[src/rtl/johnson_decoder.sv]
// ============================================================================
// Module   : johnson_decoder
// Brief    : Decodes an N-bit Johnson code to its index and tracks sequence
//            lock; optional error counter enabled by JOHNSON_DECODER_ERRCNT_EN.
// Revision : 1.0 - initial release
// ============================================================================
`default_nettype none

module johnson_decoder #(
    parameter int N        = 4,
    parameter int LOCK_LEN = 3
) (
    input  logic                     clk,
    input  logic                     reset,
    input  logic                     valid,
    input  logic [N-1:0]             code,
    output logic [$clog2(2*N)-1:0]   index,
    output logic                     idx_valid,
    output logic                     illegal,
    output logic                     seq_err,
    output logic                     locked,
    output logic [7:0]               err_count
);

    localparam int         W      = $clog2(2*N);
    localparam logic [W-1:0] c_LAST = W'(2*N - 1);

    typedef enum logic [1:0] {
        SEARCH = 2'd0,
        TRACK  = 2'd1,
        LOCK   = 2'd2
    } state_t;

    state_t         r_state_q;
    logic [3:0]     r_run_q;
    logic [W-1:0]   r_index_q;
    logic           r_idx_valid_q;
    logic           r_illegal_q;
    logic           r_seq_err_q;
    logic           r_locked_q;

    logic           w_legal;
    logic [W-1:0]   w_dec_idx;
    logic [W-1:0]   w_exp_idx;
    logic           w_is_succ;
    logic [3:0]     w_run_inc;
    logic [N-1:0]   w_code_inv;

    // A run of ones anchored at bit 0 satisfies x & (x+1) == 0; the MSB=1
    // half of the cycle is the same pattern after inversion.
    always_comb begin
        int ones;
        ones       = 0;
        w_code_inv = ~code;
        for (int i = 0; i < N; i++) begin
            ones = ones + int'(code[i]);
        end
        if (!code[N-1]) begin
            w_legal   = ((code & (code + N'(1))) == '0);
            w_dec_idx = W'(ones);
        end else begin
            w_legal   = ((w_code_inv & (w_code_inv + N'(1))) == '0);
            w_dec_idx = W'(2*N - ones);
        end
    end

    assign w_exp_idx = (r_index_q == c_LAST) ? '0 : r_index_q + W'(1);
    assign w_is_succ = (w_dec_idx == w_exp_idx);
    assign w_run_inc = r_run_q + 4'd1;

    always_ff @(posedge clk) begin
        if (!reset) begin
            r_state_q     <= SEARCH;
            r_run_q       <= 4'd0;
            r_index_q     <= '0;
            r_idx_valid_q <= 1'b0;
            r_illegal_q   <= 1'b0;
            r_seq_err_q   <= 1'b0;
            r_locked_q    <= 1'b0;
        end else begin
            r_idx_valid_q <= 1'b0;
            r_illegal_q   <= 1'b0;
            r_seq_err_q   <= 1'b0;
            if (valid) begin
                if (!w_legal) begin
                    r_illegal_q <= 1'b1;
                    r_state_q   <= SEARCH;
                    r_run_q     <= 4'd0;
                    r_locked_q  <= 1'b0;
                end else begin
                    r_idx_valid_q <= 1'b1;
                    r_index_q     <= w_dec_idx;
                    case (r_state_q)
                        SEARCH: begin
                            r_state_q <= TRACK;
                            r_run_q   <= 4'd0;
                        end
                        TRACK: begin
                            if (w_is_succ) begin
                                r_run_q <= w_run_inc;
                                if (int'(w_run_inc) >= LOCK_LEN) begin
                                    r_state_q  <= LOCK;
                                    r_locked_q <= 1'b1;
                                end
                            end else begin
                                r_run_q <= 4'd0;
                            end
                        end
                        LOCK: begin
                            if (!w_is_succ) begin
                                r_seq_err_q <= 1'b1;
                                r_state_q   <= TRACK;
                                r_run_q     <= 4'd0;
                                r_locked_q  <= 1'b0;
                            end
                        end
                        default: begin
                            r_state_q  <= SEARCH;
                            r_run_q    <= 4'd0;
                            r_locked_q <= 1'b0;
                        end
                    endcase
                end
            end
        end
    end

`ifdef JOHNSON_DECODER_ERRCNT_EN
    logic [7:0] r_err_cnt_q;
    logic       w_err_evt;

    // Only losses of an established lock count: skips and illegal codes in LOCK.
    assign w_err_evt = valid && (r_state_q == LOCK) && (!w_legal || !w_is_succ);

    always_ff @(posedge clk) begin
        if (!reset) begin
            r_err_cnt_q <= 8'd0;
        end else if (w_err_evt && (r_err_cnt_q != 8'hFF)) begin
            r_err_cnt_q <= r_err_cnt_q + 8'd1;
        end
    end

    assign err_count = r_err_cnt_q;
`else
    assign err_count = 8'd0;
`endif

    assign index     = r_index_q;
    assign idx_valid = r_idx_valid_q;
    assign illegal   = r_illegal_q;
    assign seq_err   = r_seq_err_q;
    assign locked    = r_locked_q;

endmodule

`default_nettype wire

[config.mk]
export PLATFORM = sky130hd
export DESIGN_NAME = johnson_decoder
export DESIGN_NICKNAME = d
export VERILOG_FILES = /design/src/rtl/johnson_decoder.sv
export SDC_FILE = /design/constraint.sdc
export NUM_CORES = 1
export LEC_CHECK = 0
export CAP_MARGIN = 20
export CORE_UTILIZATION = 50
export DETAILED_ROUTE_END_ITERATION = 8
export PLACE_DENSITY = 0.83
export SLEW_MARGIN = 25
export SYNTH_ARGS = -nofsm -noshare
export SYNTH_HDL_FRONTEND = slang
export SYNTH_SLANG_ARGS = --single-unit
export TNS_END_PERCENT = 100
[constraint.sdc]
create_clock -name clk -period 5.2 [get_ports clk]
set_clock_uncertainty 0.05 [all_clocks]
set_input_delay 1.04 -clock clk [delete_from_list [all_inputs] [get_ports clk]]
set_output_delay 1.04 -clock clk [all_outputs]
set_load 0.005 [all_outputs]
==> results of run 1 <==
[registers in the layout, summed over array words and instances, names as in the netlist]
register   flops
locked         1
idx_valid      1
illegal        1
index          3
r_run_q        4
r_state_q      2
seq_err        1
[where the power goes]
group	internal, mW	leakage, nW	switching, mW
Combinational	0.0420	0.413	0.0455
Sequential	0.103	0.106	0.00340
Clock	0.0297	0.0150	0.0322
[metrics by stage]
stage | utilization (%) | hold slack, ns | total power [mW] | cells
2_1_floorplan | - | 0.3965 | 0.1780 | 118
3_3_place_gp | 59.21 | 0.4063 | 0.1937 | 149
3_5_place_dp | 59.21 | 0.4184 | 0.1973 | 149
4_1_cts | 60.57 | 0.4336 | 0.2598 | 153
5_1_grt | 60.57 | 0.4559 | 0.2739 | 153
6_report | 60.57 | 0.4292 | 0.2559 | 153
[synthesized netlist by cell type]
library cell and count:
nand2_1 7, o21bai_1 1, o22ai_1 1, nor2_2 1, o21ai_1 3, mux2i_1 4, mux2_4 1, xor2_1 3
nor4_4 1, a211oi_1 1, nand3_1 1, buf_4 8, nand3b_1 2, a21oi_1 3, xor3_1 1, inv_1 12
a21oi_4 1, a211oi_2 1, conb_1 1, ha_1 11, nor3_1 3, a2111oi_2 1, nor3b_1 2, o21ba_4 1
dfxtp_1 13, nand2b_1 2, o21ai_2 1, a211o_1 4, and2_1 2, nor2b_1 6, or3_1 1, o21bai_2 1
o221a_1 1, fa_1 1, clkbuf_1 1, and3_1 1, nor2_1 3, or2_0 1, o32ai_1 1, o21ai_0 1
[metal layers]
layer	GRT usage (%)	part of all wire, %	up-vias
li1	-	-	395
met1	19.95	44	349
met2	34.79	53	10
met3	5.769	2.5	2
met4	4.000	0.68	0
met5	0	0	-
[worst min path at each step]
stage	startpoint	slack (ns)	to
3_3_place_gp	r_run_q[3]$_SDFFE_PN0P_	0.41	r_run_q[3]$_SDFFE_PN0P_
2_1_floorplan	r_run_q[3]$_SDFFE_PN0P_	0.40	r_run_q[3]$_SDFFE_PN0P_
5_1_grt	r_run_q[3]$_SDFFE_PN0P_	0.46	r_run_q[3]$_SDFFE_PN0P_
3_5_place_dp	r_run_q[3]$_SDFFE_PN0P_	0.42	r_run_q[3]$_SDFFE_PN0P_
4_1_cts	r_run_q[3]$_SDFFE_PN0P_	0.43	r_run_q[3]$_SDFFE_PN0P_
6_report	r_run_q[3]$_SDFFE_PN0P_	0.43	r_run_q[3]$_SDFFE_PN0P_
[cell families (layout without fill, tap and decap cells)]
family / Yosys count / in the layout / synth area share (%)
simple gates: 33 / 33 / 19.19
compound gates: 22 / 22 / 18.70
buf+inv: 21 / 29 / 10.64
flops: 13 / 13 / 25.43
fa+ha+maj: 12 / 12 / 15.40
mux: 5 / 5 / 5.379
xor+xnor: 4 / 4 / 4.890
other cells: 1 / 8 / 0.3664
[area by class of cell]
class                      count  area share, %
inverter                      12          3.830
tap                           27          2.872
multi-input combinational     84          57.87
sequential                    13          22.13
timing repair buffer          13          11.06
clock buffer                   4          2.234
[critical path, cell delays in order]
cell	delay [ns]
clkdlybuf4s50_1	0.50
inv_1	0.10
fa_1	0.54
inv_1	0.04
ha_1	0.17
ha_1	0.29
inv_1	0.04
ha_1	0.27
mux2_4	0.30
xor2_1	0.17
nor4_4	0.25
o21ai_2	0.15
a2111oi_2	0.32
o21bai_2	0.16
==> reports/metrics.yaml, run 1 <==
clocking:
  path_clk_slew_ns: 0.08
  clock-root-buffer: "clkbuf_4"
  cts_tree: "built"
  cts-htree-levels: 1
  clock_latency_ns: 0.27
  post_cts_resized: 0
  clk_path_buf_depth: 2
  hold_buffers: 0
  cts_setup_buffers: 0
  clock_sinks: 13
  cts-buffers-inserted: 3
yosys:
  yosys-top-cells-area: "dfxtp_1 25%, ha_1 13%, buf_4 5.9%"
  synth_top_area_cell: "dfxtp_1"
  syn_area_um2: 1023
  synth_top_area_share_pct: 25.43
  yosysUniqueCellTypes: 40
  netlist_instances: 111
  ys_ff_latch: 13
  synth-warning-count: 0
  yosysSeqAreaShare_pct: 25.43
  postSynthAreaPerCell_um2: 9.221
cells_and_area:
  seq_area_um2: 260.3
  antenna_cells: 0
  multiInputGateArea_um2: 680.7
  final_net_count: 146
  fin_area_um2: 1176
  area.growth.synth_to_final_pct: 14.91
  final_cell_mix: "13 x dfxtp_1, 13 x clkdlybuf4s50_1, 12 x inv_1, 11 x ha_1, 8 x conb_1"
  fill_cells: 180
  drive_gt1_share_pct: 9.524
timing:
  max_freq_ghz: 0.2398
  final_max_slew_viol_count: 0
  setup_viol_count_final: 0
  rsz0062_at_grt: "no"
  hold_violations: 0
  period_needed_ns: 4.171
  layout_setup_ws_ns: 1.029
  fin_crit_sh_pct: 80.21
  tns_ns: 0
floorplanning:
  rows: 16
  io_pins: 22
  die-area_um2: 2232
  initial_core_util_pct: 52.71
  core_area_um2: 1942
  die_x_um: 47.25
  die_h_um: 47.25
run_status:
  status: "finished clean"
drt:
  via_per_inst: 4.941
  ant_nets: 0
  firstDrtPassIters: 4
  routed_wl_um: 1752
  wl_per_cell_um: 11.45
  drt_iter0_drc: 8
  vias: 756
  post-route-drc-count: 0
pwr:
  p_leak_nw: 0.5330
  peakVddDrop_v: 0.0001807
  power_density_nw_per_um2: 217.6
placement:
  place_hpwl_um: 1475
  finalWeightedCongestion: 0.7882
  port_buffers: 13
  placed_cell_area_um2: 1150
  pre_cts_ws_ns: 0.7264
global_route:
  grt_max_degree: 14
  first_global_vias: 737
  grt_pass1_wl_um: 2884
  overflow: 0
  track_usage_pct: 18.50
  antenna_found_initial: 0
worst_hold_path:
  whs_path_depth: 2
  hp-class: "register to register"
job:
  cap_violations: 0
critical_path:
  crit_fanout: 5
  arrival_ns: 4.34
  r2r-start: "index[0]$_SDFFE_PN0P_"
  r2r_end: "r_run_q[1]$_SDFFE_PN0P_"
  crit_end: "r_run_q[1]$_SDFFE_PN0P_"
  crit_type: "input pin to register"
  startpoint_type: "input pin"
  worstSetupStartpoint: "code[0]"
  cp-end-kind: "register"
  r2r_setup_slack_ns: 3.00
  r2r_cells: 7
  required_ns: 5.36
Power figures use the tool's default switching activity.
==> run 2, diff against run 1 <==
--- a/config.mk
+++ b/config.mk
@@ -6,9 +6,9 @@
 export NUM_CORES = 1
 export LEC_CHECK = 0
 export CAP_MARGIN = 20
-export CORE_UTILIZATION = 50
+export CORE_UTILIZATION = 45
 export DETAILED_ROUTE_END_ITERATION = 8
-export PLACE_DENSITY = 0.83
+export PLACE_DENSITY = 0.79
 export SLEW_MARGIN = 25
 export SYNTH_ARGS = -nofsm -noshare
 export SYNTH_HDL_FRONTEND = slang
==> constraint.sdc (replaced) <==
create_clock -name clk -period 3.55 [get_ports clk]
set_clock_uncertainty 0.05 [all_clocks]
set_input_delay 0.71 -clock clk [delete_from_list [all_inputs] [get_ports clk]]
set_output_delay 0.71 -clock clk [all_outputs]
set_load 0.005 [all_outputs]
==> run 2 against run 1 <==
Net effect: clock power grew 55%; largest power group is now combinational cells; cell count is 9.2% higher; sequential cell count unchanged; design area increased by 13%; power grew 69%; via count rose by 10%; critical path type unchanged; sequential share of layout area decreased by 2.5 points; wire length up 8.4%; register-to-register slack worse by 1.7 ns.
==> reports/metrics.yaml, run 2 (synthesis results as in run 1) <==
worst_hold_path:
  min-delay-start: "r_run_q[3]$_SDFFE_PN0P_"
  whs_path_depth: 2  # unchanged
  hold_end: "r_run_q[3]$_SDFFE_PN0P_"
  hp-class: "register to register"
critical_path:
  required_ns: 3.73  # -1.63 ns
  startpoint_type: "input pin"
  path_buf_inv: 5  # +1
  arrival_ns: 3.59  # -0.75 ns
  r2r_cells: 7  # unchanged
  r2r_end: "r_run_q[1]$_SDFFE_PN0P_"
  cp-end-kind: "register"
  r2r_setup_slack_ns: 1.34  # -1.66 ns
  max_stage_delay_ns: 0.48  # -0.06 ns
  crit_top_cell: "inv_1"
  crit_type: "input pin to register"
  r2r-start: "index[0]$_SDFFE_PN0P_"
  crit_fanout: 5  # unchanged
  slowest_stage: "fa_1"
  crit_chain: "clkdlybuf4s15_1 -> inv_2 -> fa_1 -> inv_1 -> ha_2 -> ha_4 -> inv_1 -> ha_1 -> mux2_4 -> xor2_4 -> nor4_4 -> buf_4 -> o21ba_4 -> a2111oi_2 -> o21bai_2"
  timing.critical_path.max_delay_family: "adder cells"
cells_and_area:
  area.growth.synth_to_final_pct: 29.34
  antenna_cells: 0  # unchanged
  final_cell_mix: "14 x buf_4, 13 x dfxtp_1, 10 x clkdlybuf4s50_1, 9 x inv_1, 9 x ha_1"
  final_cells: 167  # +9.2%
  largest_register: "r_run_q"
  fin_area_um2: 1324  # +13%
  fill_cells: 178  # -1.1%
  drive_gt1_share_pct: 25.71  # +16 points
  final_common_cell: "buf_4"
  largest_reg_flops: 4  # unchanged
  final_net_count: 160  # +9.6%
clocking:
  clk_path_buf_depth: 2  # unchanged
  cts-htree-levels: 1  # unchanged
  cts_tree: "built"
  clock-root-buffer: "clkbuf_4"
  path_clk_slew_ns: 0.09  # about the same
  cts-buffers-inserted: 3  # unchanged
  hold_buffers: 0  # unchanged
  clock_sinks: 13  # unchanged
  clock_latency_ns: 0.29  # +0.02 ns
placement:
  port_buffers: 13  # unchanged
  pre_cts_ws_ns: -0.5410  # -1.267 ns
  dp_cells: 160  # +7.4%
  placed_cell_area_um2: 1232  # +7.2%
  place_hpwl_um: 1472  # -0.20%
  finalWeightedCongestion: 0.7840  # -0.53%
floorplanning:
  io_pins: 22  # unchanged
  die_x_um: 49.69  # +5.2%
  die_h_um: 49.69  # +5.2%
  rows: 16  # unchanged
  initial_core_util_pct: 50.12  # -2.6 points
  core_area_um2: 2042  # +5.2%
  die-area_um2: 2469  # +11%
pwr:
  power_density_nw_per_um2: 327.7  # +51%
  netSwitchingPower_mw: 0.1446  # +78%
  seqPwrFrac_pct: 36.1  # -5.5 points
  peakVddDrop_v: 0.0002042  # +13%
  clkPwrFrac_pct: 22.1  # -2.1 points
  combPwrFrac_pct: 41.8  # +7.6 points
  p_leak_nw: 0.6016  # +13%
  swShare_pct: 33.34  # +1.7 points
  p_int_mw: 0.2891  # +65%
timing:
  rsz0062_at_grt: "no"
  period_needed_ns: 3.408
  hold_violations: 0  # unchanged
  setup_viol_count_final: 0  # unchanged
  max_freq_ghz: 0.2934
  layout_setup_ws_ns: 0.1418  # -0.8872 ns
  fin_crit_sh_pct: 96.01
  hold_ws_ns: 0.4257  # -0.003536 ns
  final_max_slew_viol_count: 0  # unchanged
drt:
  ant_nets: 0  # unchanged
  firstDrtPassIters: 4  # unchanged
  wl_per_cell_um: 11.38  # -0.64%
  vias: 832  # +10%
  post-route-drc-count: 0  # unchanged
  via_per_inst: 4.982  # +0.83%
  routed_wl_um: 1900  # +8.4%
  drt_iter0_drc: 9  # +1
run_status:
  status: "finished clean"
global_route:
  track_usage_pct: 17.13  # -1.4 points
  grt_max_degree: 14  # unchanged
  first_global_vias: 783  # +6.2%
  antenna_found_initial: 0  # unchanged
  grt_pass1_wl_um: 3229  # +12%
  overflow: 0  # unchanged
job:
  cap_violations: 0  # unchanged
## run 2: changes by cell type in the layout (fill, tap and decap cells not counted), sizes merged
cell           before  now
buf                 0   14
clkbuf              4    6
clkdlybuf4s15       0    1
clkdlybuf4s50      13   10
## run 2: worst min-delay path: cells and delay by family, from the launching register on
family	cells	cell delay, ns
DFF	1	0.33
and+or+nand+nor	1	0.05
muxes	1	0.05
## run 2: timing repair
item,4_1_cts,5_1_grt
setup endpoints to repair,7,7
resized for setup,8,10
setup buffers,2,1
pin swaps,6,6
## run 2: power by group through the flow
stage               Combinational (mW)  Clock [mW]  Sequential, mW
floorplan                        0.101           0           0.159
detailed placement               0.147           0           0.160
global placement                 0.142           0           0.160
CTS                              0.160      0.0957           0.157
global route                     0.197       0.107           0.157
finish                           0.181      0.0960           0.156
## run 2: worst max-delay path by stage
stage / start / slack, ns / to / cells after the start
after floorplan: code[0] / 0.12 / r_run_q[1]$_SDFFE_PN0P_ / 13
after global placement: code[0] / -0.44 / r_run_q[1]$_SDFFE_PN0P_ / 14
after detailed placement: code[0] / -0.54 / r_run_q[1]$_SDFFE_PN0P_ / 14
after CTS: code[1] / 0.01 / r_run_q[1]$_SDFFE_PN0P_ / 14
after global routing: code[3] / 0.004 / r_run_q[1]$_SDFFE_PN0P_ / 15
final: code[3] / 0.14 / r_run_q[1]$_SDFFE_PN0P_ / 15
## run 2: layer usage
metal	global-route usage [%]	vias to the layer above	routed length [um]
li1	-	424	-
met3	6.173	6	105
met4	5.714	0	27
met1	18.95	378	808
met5	0	-	0
met2	29.95	24	959
## run 2: final cells by class
class,instances,area [um^2],area share (%)
Clock buffer,4,26.28,1.985
Inverter,12,45.04,3.403
Multi-Input combinational cell,84,733.2,55.39
Sequential cell,13,260.3,19.66
Timing Repair Buffer,27,225.2,17.01
Tap cell,27,33.78,2.552
## run 2: stage by stage
stage | util, % | total power [mW] | setup TNS [ns]
final | 64.83 | 0.4338 | 0
after global routing | 64.83 | 0.4620 | 0
after CTS | 62.62 | 0.4126 | 0
after floorplan | - | 0.2607 | 0
after global placement | 60.36 | 0.3020 | -2.957
after detailed placement | 60.36 | 0.3075 | -3.679
